<file path="src/rtl/data_ram_arbiter.sv">
// Two-master arbiter for the single-port byte-lane data RAM: M0 (CPU MEM stage) normally wins,
// M1 (DMA/debug) is forced through after MAX_WAIT consecutive denials. Read data is steered back by owner.
module data_ram_arbiter #(
    parameter int RD_LAT   = 1,
    parameter int MAX_WAIT = 4
) (
    input  logic        clk,
    input  logic        rst,
    input  logic        m0_req,
    input  logic        m0_we,
    input  logic [31:0] m0_addr,
    input  logic [3:0]  m0_sel,
    input  logic [31:0] m0_wdata,
    output logic        m0_gnt,
    output logic        m0_rvalid,
    output logic [31:0] m0_rdata,
    input  logic        m1_req,
    input  logic        m1_we,
    input  logic [31:0] m1_addr,
    input  logic [3:0]  m1_sel,
    input  logic [31:0] m1_wdata,
    output logic        m1_gnt,
    output logic        m1_rvalid,
    output logic [31:0] m1_rdata,
    output logic        m0_stall,
    output logic        ram_ce,
    output logic        ram_we,
    output logic [31:0] ram_addr,
    output logic [3:0]  ram_sel,
    output logic [31:0] ram_wdata,
    input  logic [31:0] ram_rdata
);

    localparam logic [7:0] WAIT_LIMIT = 8'(MAX_WAIT);

    logic [7:0]  wait_cnt_reg;
    logic        rd_pend_reg;
    logic        rd_owner_reg;
    logic        force_m1;
    logic [1:0]  gnt_vec;
    logic [1:0]  we_vec;
    logic [1:0]  rvalid_vec;
    logic [31:0] rdata_vec [2];
    logic [31:0] rdata_hold_reg [2];

    assign force_m1   = m1_req & (wait_cnt_reg == WAIT_LIMIT);
    assign gnt_vec[0] = m0_req & ~force_m1;
    assign gnt_vec[1] = m1_req & (force_m1 | ~m0_req);
    assign we_vec     = {m1_we, m0_we};

    assign m0_gnt    = gnt_vec[0];
    assign m1_gnt    = gnt_vec[1];
    assign m0_stall  = m0_req & ~gnt_vec[0];
    assign m0_rvalid = rvalid_vec[0];
    assign m1_rvalid = rvalid_vec[1];
    assign m0_rdata  = rdata_vec[0];
    assign m1_rdata  = rdata_vec[1];

    // Idle bus is driven to all zeros so the RAM sees no stray address/data toggling.
    always_comb begin
        ram_ce    = 1'b0;
        ram_we    = 1'b0;
        ram_addr  = '0;
        ram_sel   = '0;
        ram_wdata = '0;
        if (gnt_vec[0]) begin
            ram_ce    = 1'b1;
            ram_we    = m0_we;
            ram_addr  = m0_addr;
            ram_sel   = m0_sel;
            ram_wdata = m0_wdata;
        end else if (gnt_vec[1]) begin
            ram_ce    = 1'b1;
            ram_we    = m1_we;
            ram_addr  = m1_addr;
            ram_sel   = m1_sel;
            ram_wdata = m1_wdata;
        end
    end

    always_ff @(posedge clk) begin
        if (rst || !m1_req || gnt_vec[1]) begin
            wait_cnt_reg <= '0;
        end else if (wait_cnt_reg != WAIT_LIMIT) begin
            wait_cnt_reg <= wait_cnt_reg + 8'd1;
        end
    end

    // Pending-read tracker; a new granted read in the return cycle simply re-arms it.
    always_ff @(posedge clk) begin
        if (rst || RD_LAT != 1) begin
            rd_pend_reg  <= 1'b0;
            rd_owner_reg <= 1'b0;
        end else if (|(gnt_vec & ~we_vec)) begin
            rd_pend_reg  <= 1'b1;
            rd_owner_reg <= gnt_vec[1];
        end else begin
            rd_pend_reg  <= 1'b0;
        end
    end

    genvar gi;
    generate
        for (gi = 0; gi < 2; gi++) begin : g_master
            assign rvalid_vec[gi] = (RD_LAT == 1)
                                  ? (rd_pend_reg & (rd_owner_reg == 1'(gi)))
                                  : (gnt_vec[gi] & ~we_vec[gi]);

            // Each master keeps its last returned word while the other one is being served.
            always_ff @(posedge clk) begin
                if (rst) begin
                    rdata_hold_reg[gi] <= '0;
                end else if (rvalid_vec[gi]) begin
                    rdata_hold_reg[gi] <= ram_rdata;
                end
            end

            assign rdata_vec[gi] = rvalid_vec[gi] ? ram_rdata : rdata_hold_reg[gi];
        end
    endgenerate

endmodule

</file>
<file path="config.mk">
export PLATFORM = sky130hd
export DESIGN_NAME = data_ram_arbiter
export DESIGN_NICKNAME = d
export VERILOG_FILES = /design/src/rtl/data_ram_arbiter.sv
export SDC_FILE = /design/constraint.sdc
export NUM_CORES = 1
export LEC_CHECK = 0
export ABC_AREA = 0
export CORE_ASPECT_RATIO = 2
export CORE_MARGIN = 3
export CORE_UTILIZATION = 27
export CTS_BUF_LIST = sky130_fd_sc_hd__clkbuf_16
export DETAILED_ROUTE_END_ITERATION = 7
export GPL_TIMING_DRIVEN = 0
export PLACE_DENSITY = 0.66
export REMOVE_ABC_BUFFERS = 1
export SYNTH_ARGS = -nofsm -noshare
export SYNTH_HDL_FRONTEND = slang
export SYNTH_SLANG_ARGS = --single-unit
</file>
<file path="constraint.sdc">
create_clock -name clk -period 2.97 [get_ports clk]
set_input_delay 0.891 -clock clk [delete_from_list [all_inputs] [get_ports clk]]
set_output_delay 0.891 -clock clk [all_outputs]
set_load 0.05 [all_outputs]
</file>
=== Word-level counts from Yosys, hierarchy flattened ===
Memory sizes are Yosys's and may differ from the RTL's.
Index checks and enable logic that the tools add are counted.

* Memories: 1
* Output and inout bits: 139
* Logic and storage cells: 49
* Flip-flop bits (word level): 10
* Bits in writable memories: 64

* Reduce and logical (&&, ||, !) cells: 4
* Bitwise logic cells: 15
* Equality and inequality tests: 2
* Mux-type cells: 23
* Add/subtract/negate cells: 1

{| class="wikitable"
|+ Memory list
! memory !! words !! width !! rd ports !! clocked after Yosys merged registers in !! wr ports !! RTL line !! text
|-
| rdata_hold_reg || 2 || 32 || 2 || 0 || 2 || 44 || <nowiki>logic [31:0] rdata_hold_reg [2];</nowiki>
|}

{| class="wikitable"
|+ Operators by type and width
! cell !! number
|-
| 2-to-1 mux 32 bit || 8
|-
| 2-to-1 mux 1 bit || 13
|-
| adder 8 x 1 -> 8 bit (second input constant) || 1
|-
| equality test 8 x 3 -> 1 bit (second input constant) || 1
|-
| 2-to-1 mux 4 bit || 2
|-
| != test 8 x 3 -> 1 bit (second input constant) || 1
|-
| AND 1 bit || 6
|-
| inverter 1 bit || 4
|-
| bitwise OR 1 bit || 3
|-
| AND 2 bit || 1
|-
| logical OR 1 bit || 2
|-
| inverter 2 bit || 1
|-
| OR reduction 2 bit || 1
|-
| logical NOT 1 bit || 1
|}

=== Longest topological paths before layout ===
Gate-level depths: netlist (run 1).

* Depth in word-level cells: 7
* Depth in mapped cells: 8
* Gate-level depth less buffers: 6

=== Least setup slack after synthesis (run 1) ===
No wires, ideal clock.

* Kind: input -> output
* From: input port m1_req
* To: output port ram_addr[31]
* Buffers on the path: 1
* Required time: 2.079 ns
* Slack: -0.803 ns
* Stages on the path: 5
* Arrival: 2.882 ns
* Cells stage by stage: or4bb_1 > buf_2 > o21ai_4 > inv_2 > o21ai_0

* Cells in the longest elaborated chain, start to end: 5
* Elaborated cells between the ends (all ways): 7

{| class="wikitable"
|+ Ends and longest elaborated chain
! element !! RTL line !! text
|-
| from (decl) || 17 || <nowiki>input logic m1_req,</nowiki>
|-
| AND 1 bit || 46 || <nowiki>assign force_m1 = m1_req & (wait_cnt_reg == WAIT_LIMIT);</nowiki>
|-
| bitwise OR 1 bit || 48 || <nowiki>assign gnt_vec[1] = m1_req & (force_m1 | ~m0_req);</nowiki>
|-
| AND 1 bit || 48 ||
|-
| 2-to-1 mux 32 bit || 72 || <nowiki>end else if (gnt_vec[1]) begin</nowiki>
|-
| 2-to-1 mux 32 bit * || 66 || <nowiki>if (gnt_vec[0]) begin</nowiki>
|-
| to (decl) || 28 || <nowiki>output logic [31:0] ram_addr,</nowiki>
|}

Every way passes the cells marked *; elsewhere a longest branch is shown, timed or not.

=== Final worst setup path (run 1) ===
* From: input port m1_req
* To: output port ram_addr[2]

The elaborated chain is that of the path after synthesis.

==> key figures, run 1 <==
Layout
  • Share of cells above drive strength 1: 41.3%
  • Area delta synth->final: 96.8%
  • Final Core Density: 54.5%
  • # fillers: 1559
  • # diodes: 0
  • FF+latch area: 2130 µm²
  • Number of flip-flops in the largest register: 64
  • Post-Layout Cell Count: 1043
  • Commonest non-fill, non-tap cell in the layout: clkdlybuf4s50_1
  • Final #Nets: 1001
  • Multi-input gate area: 3230 µm²
  • Commonest cells after routing, fill and taps aside: clkdlybuf4s50_1 (173), nand2_1 (71), o211ai_1 (69)
  • Fin area: 9790 µm²

Power
  • Worst VDD drop: 244 µV
  • LEAKAGE: 3.76 nW
  • Power per cell area: 374 nW/µm²
  • Total power: 0.00367 W

Timing
  • Clock Skew: 5.48 ps
  • Final worst slack: -455 ps
  • RSZ-0062 raised after global routing: yes
  • Final hold violation count: 0
  • Relative slew slack: 39.2%
  • Finish-stage setup viols: 73
  • FMAX: 292 MHz
  • Final Hold Slack: 467 ps
  • Tmin final: 3420 ps
  • Least-Margin Pin Slew: 912 ps
  • Slew Limit Fails: 0
  • Tcrit/Tclk final: 115%

Logic synthesis
  • Syn_area_per_cell: 9.68 µm²
  • Yosys top cell area share: 38.6%
  • Post-synth cell types: 37
  • Seq/Total Area, Yosys: 42.6%
  • Gate Count Post-Synth: 514
  • Top cells by area, synth: edfxtp_1 (39%), mux2_2 (14%), o211ai_1 (10%)
  • Synth Cell Area: 4980 µm²
  • FF+latch count, synth: 74
  • Top cell type by total area after synthesis: edfxtp_1
  • YS warnings: 0

Critical path
  • CP required: 2080 ps
  • Flop2flop setup slack: 830 ps
  • CP Data Arrival Time: 2530 ps
  • R2r worst-path depth: 8
  • CP peak stage delay: 490 ps
  • CP cell instances: buf_16 -> or4bb_4 -> buf_12 -> o21ai_4 -> buf_12 -> buf_16 -> inv_16 -> o21ai_4 -> buf_6
  • FF-to-FF End: rd_owner_reg
  • Crit-path slowest cell: or4bb_4
  • Worst Path Buf+Inv: 6
  • Crit-path max FO: 9
  • Top delay family on crit path: buffers and inverters
  • Setup CP Type: in -> out
  • Reg2reg start: wait_cnt_reg[3]
  • Crit. End Element: output pin
  • Startpoint types: input port

Placement
  • DP Area: 8270 µm²
  • DP HPWL: 14.2 mm
  • Placed cells: 995
  • # port buffers: 312
  • RePlAce Congestion: 0.716

Floorplan
  • # IOs: 313
  • Initial Util: 27.7%
  • FP Rows: 69
  • Die area: 20200 µm²
  • Core footprint: 18000 µm²
  • Die Height: 198 µm
  • Die W: 102 µm

Min path
  • Hold Path Sink: wait_cnt_reg[0]
  • Worst min path class: reg -> reg
  • Hold Crit Start: wait_cnt_reg[0]
  • Worst hold stages: 1

Clocking
  • TritonCTS Sinks: 74
  • H-tree depth: 3
  • CTS tree: built
  • Reg clk slew, reported paths: 50 ps
  • Max clock buf depth: 2
  • Num CTS Buffers: 9
  • Clock Latency Late Sink: 330 ps
  • Post-CTS Hold Buffers: 0
  • Clock root cell: clkbuf_16

Drt
  • Final wirelength: 22.8 mm
  • 1st-iter DRT viols: 176
  • Vias post-DR: 5395
  • # DRC: 0
  • DRT antenna net count: 0
  • DR WL/cell: 21.8 µm
  • Initial DRT Pass Iterations: 4
  • Routed vias/inst: 5.17

Run status
  • Status: finished with violations
  • Failing checks: setup timing

Run
  • Max-cap viol count: 0

Global routing
  • GR Overflow Total: 0
  • Number of global-route vias before repair: 5612
  • All-Layer GR Usage: 22.1%
  • First-pass GRT wire length: 33.2 mm
  • Antenna violations before repair: 0
  • Maximum number of pins on one net before global-route repair: 53
kinds of logic (layout without fill, tap and decap cells):
logic type                 after synthesis  after routing  share of synthesized area [%]
buffers and inverters                   60            372                           5.78
AOI/OAI and AO/OA                      148            148                           19.1
xor gates and xnor gates                 3              3                          0.528
and+or+nand+nor                        162            166                           16.7
muxes                                   65             65                           14.7
adders and majority gates                2              2                          0.503
DFF                                     74             74                           42.6
power breakdown:
part	total, W	internal [W]	switching, W
clock	0.000939	0.000549	0.000390
combinational	0.00154	0.000631	0.000905
sequential	0.00119	0.00118	0.0000122
cell usage after synthesis:
library cell,instances
nand2_1,72
o211ai_1,69
o21ai_1,67
and2_1,65
edfxtp_1,64
mux2_2,64
clkbuf_1,34
dfxtp_1,10
buf_6,7
inv_1,7
nor2_1,6
buf_1,5
buf_2,5
a21oi_1,4
nand3_1,4
o21ai_0,4
nand2b_1,3
or3_1,3
ha_1,2
xor2_1,2
and3_1,1
and3b_1,1
buf_4,1
inv_2,1
mux2i_1,1
nand4_1,1
nor2b_1,1
o21ai_4,1
o22ai_1,1
o2bb2ai_1,1
o41ai_4,1
or2_2,1
or3b_2,1
or4_4,1
or4b_1,1
or4bb_1,1
xnor2_1,1
stage by stage:
step | worst slack (ps) | TNS [ps]
6_report | -455 | -28060
5_1_grt | -483 | -30230
4_1_cts | -432 | -26810
3_5_place_dp | -2450 | -182440
3_3_place_gp | -5210 | -536700
2_1_floorplan | -2010 | -115780
routing by layer:
layer,share of wire (%),vias up,global-route usage (%)
li1,-,2511,-
met1,37,2550,24.3
met2,53,295,39.2
met3,6.1,39,4.13
met4,3.9,0,11.3
met5,0,-,0
area by class of cell:
class / instances / share of cell area [%]
clock buffer: 9 / 2.30
clock inverter: 7 / 0.332
inverter: 8 / 0.473
multi-input combinational: 384 / 32.9
sequential: 74 / 21.7
tap: 213 / 2.72
timing repair buffer: 340 / 38.0
timing repair inverter: 8 / 1.52
worst max path at each step:
stage / startpoint / endpoint / slack [ps] / depth (start not counted)
2_1_floorplan: m1_req / ram_addr[31] / -2010 / 4
3_3_place_gp: m1_req / ram_wdata[18] / -5210 / 6
3_5_place_dp: m1_req / ram_wdata[18] / -2450 / 7
4_1_cts: m1_req / ram_addr[31] / -430 / 9
5_1_grt: m1_req / ram_addr[22] / -480 / 9
6_report: m1_req / ram_addr[2] / -450 / 9
what timing repair did:
item | CTS | global route
setup endpoints to repair | 140 | 87
hold endpoints to repair | 0 | 0
gates resized for setup | 827 | 63
buffers inserted | 15 | 4
pin swaps | 61 | 6
cloned | 14 | 1
worst register-to-register path, stage by stage, from the launching register on:
cell and delay [ps]:
dfxtp_1 440, or4bb_4 620, buf_12 160, o21ai_4 150, buf_12 140, buf_16 210, inv_16 90, buf_4 150
o2bb2ai_1 120
(Power assumes the default switching activity.)
==> run 2: changes to the inputs <==
- CTS_CLUSTER_DIAMETER: default -> 30
==> results of run 2 <==
No change in the layout: final DEF, timing and power equal those of run 1.
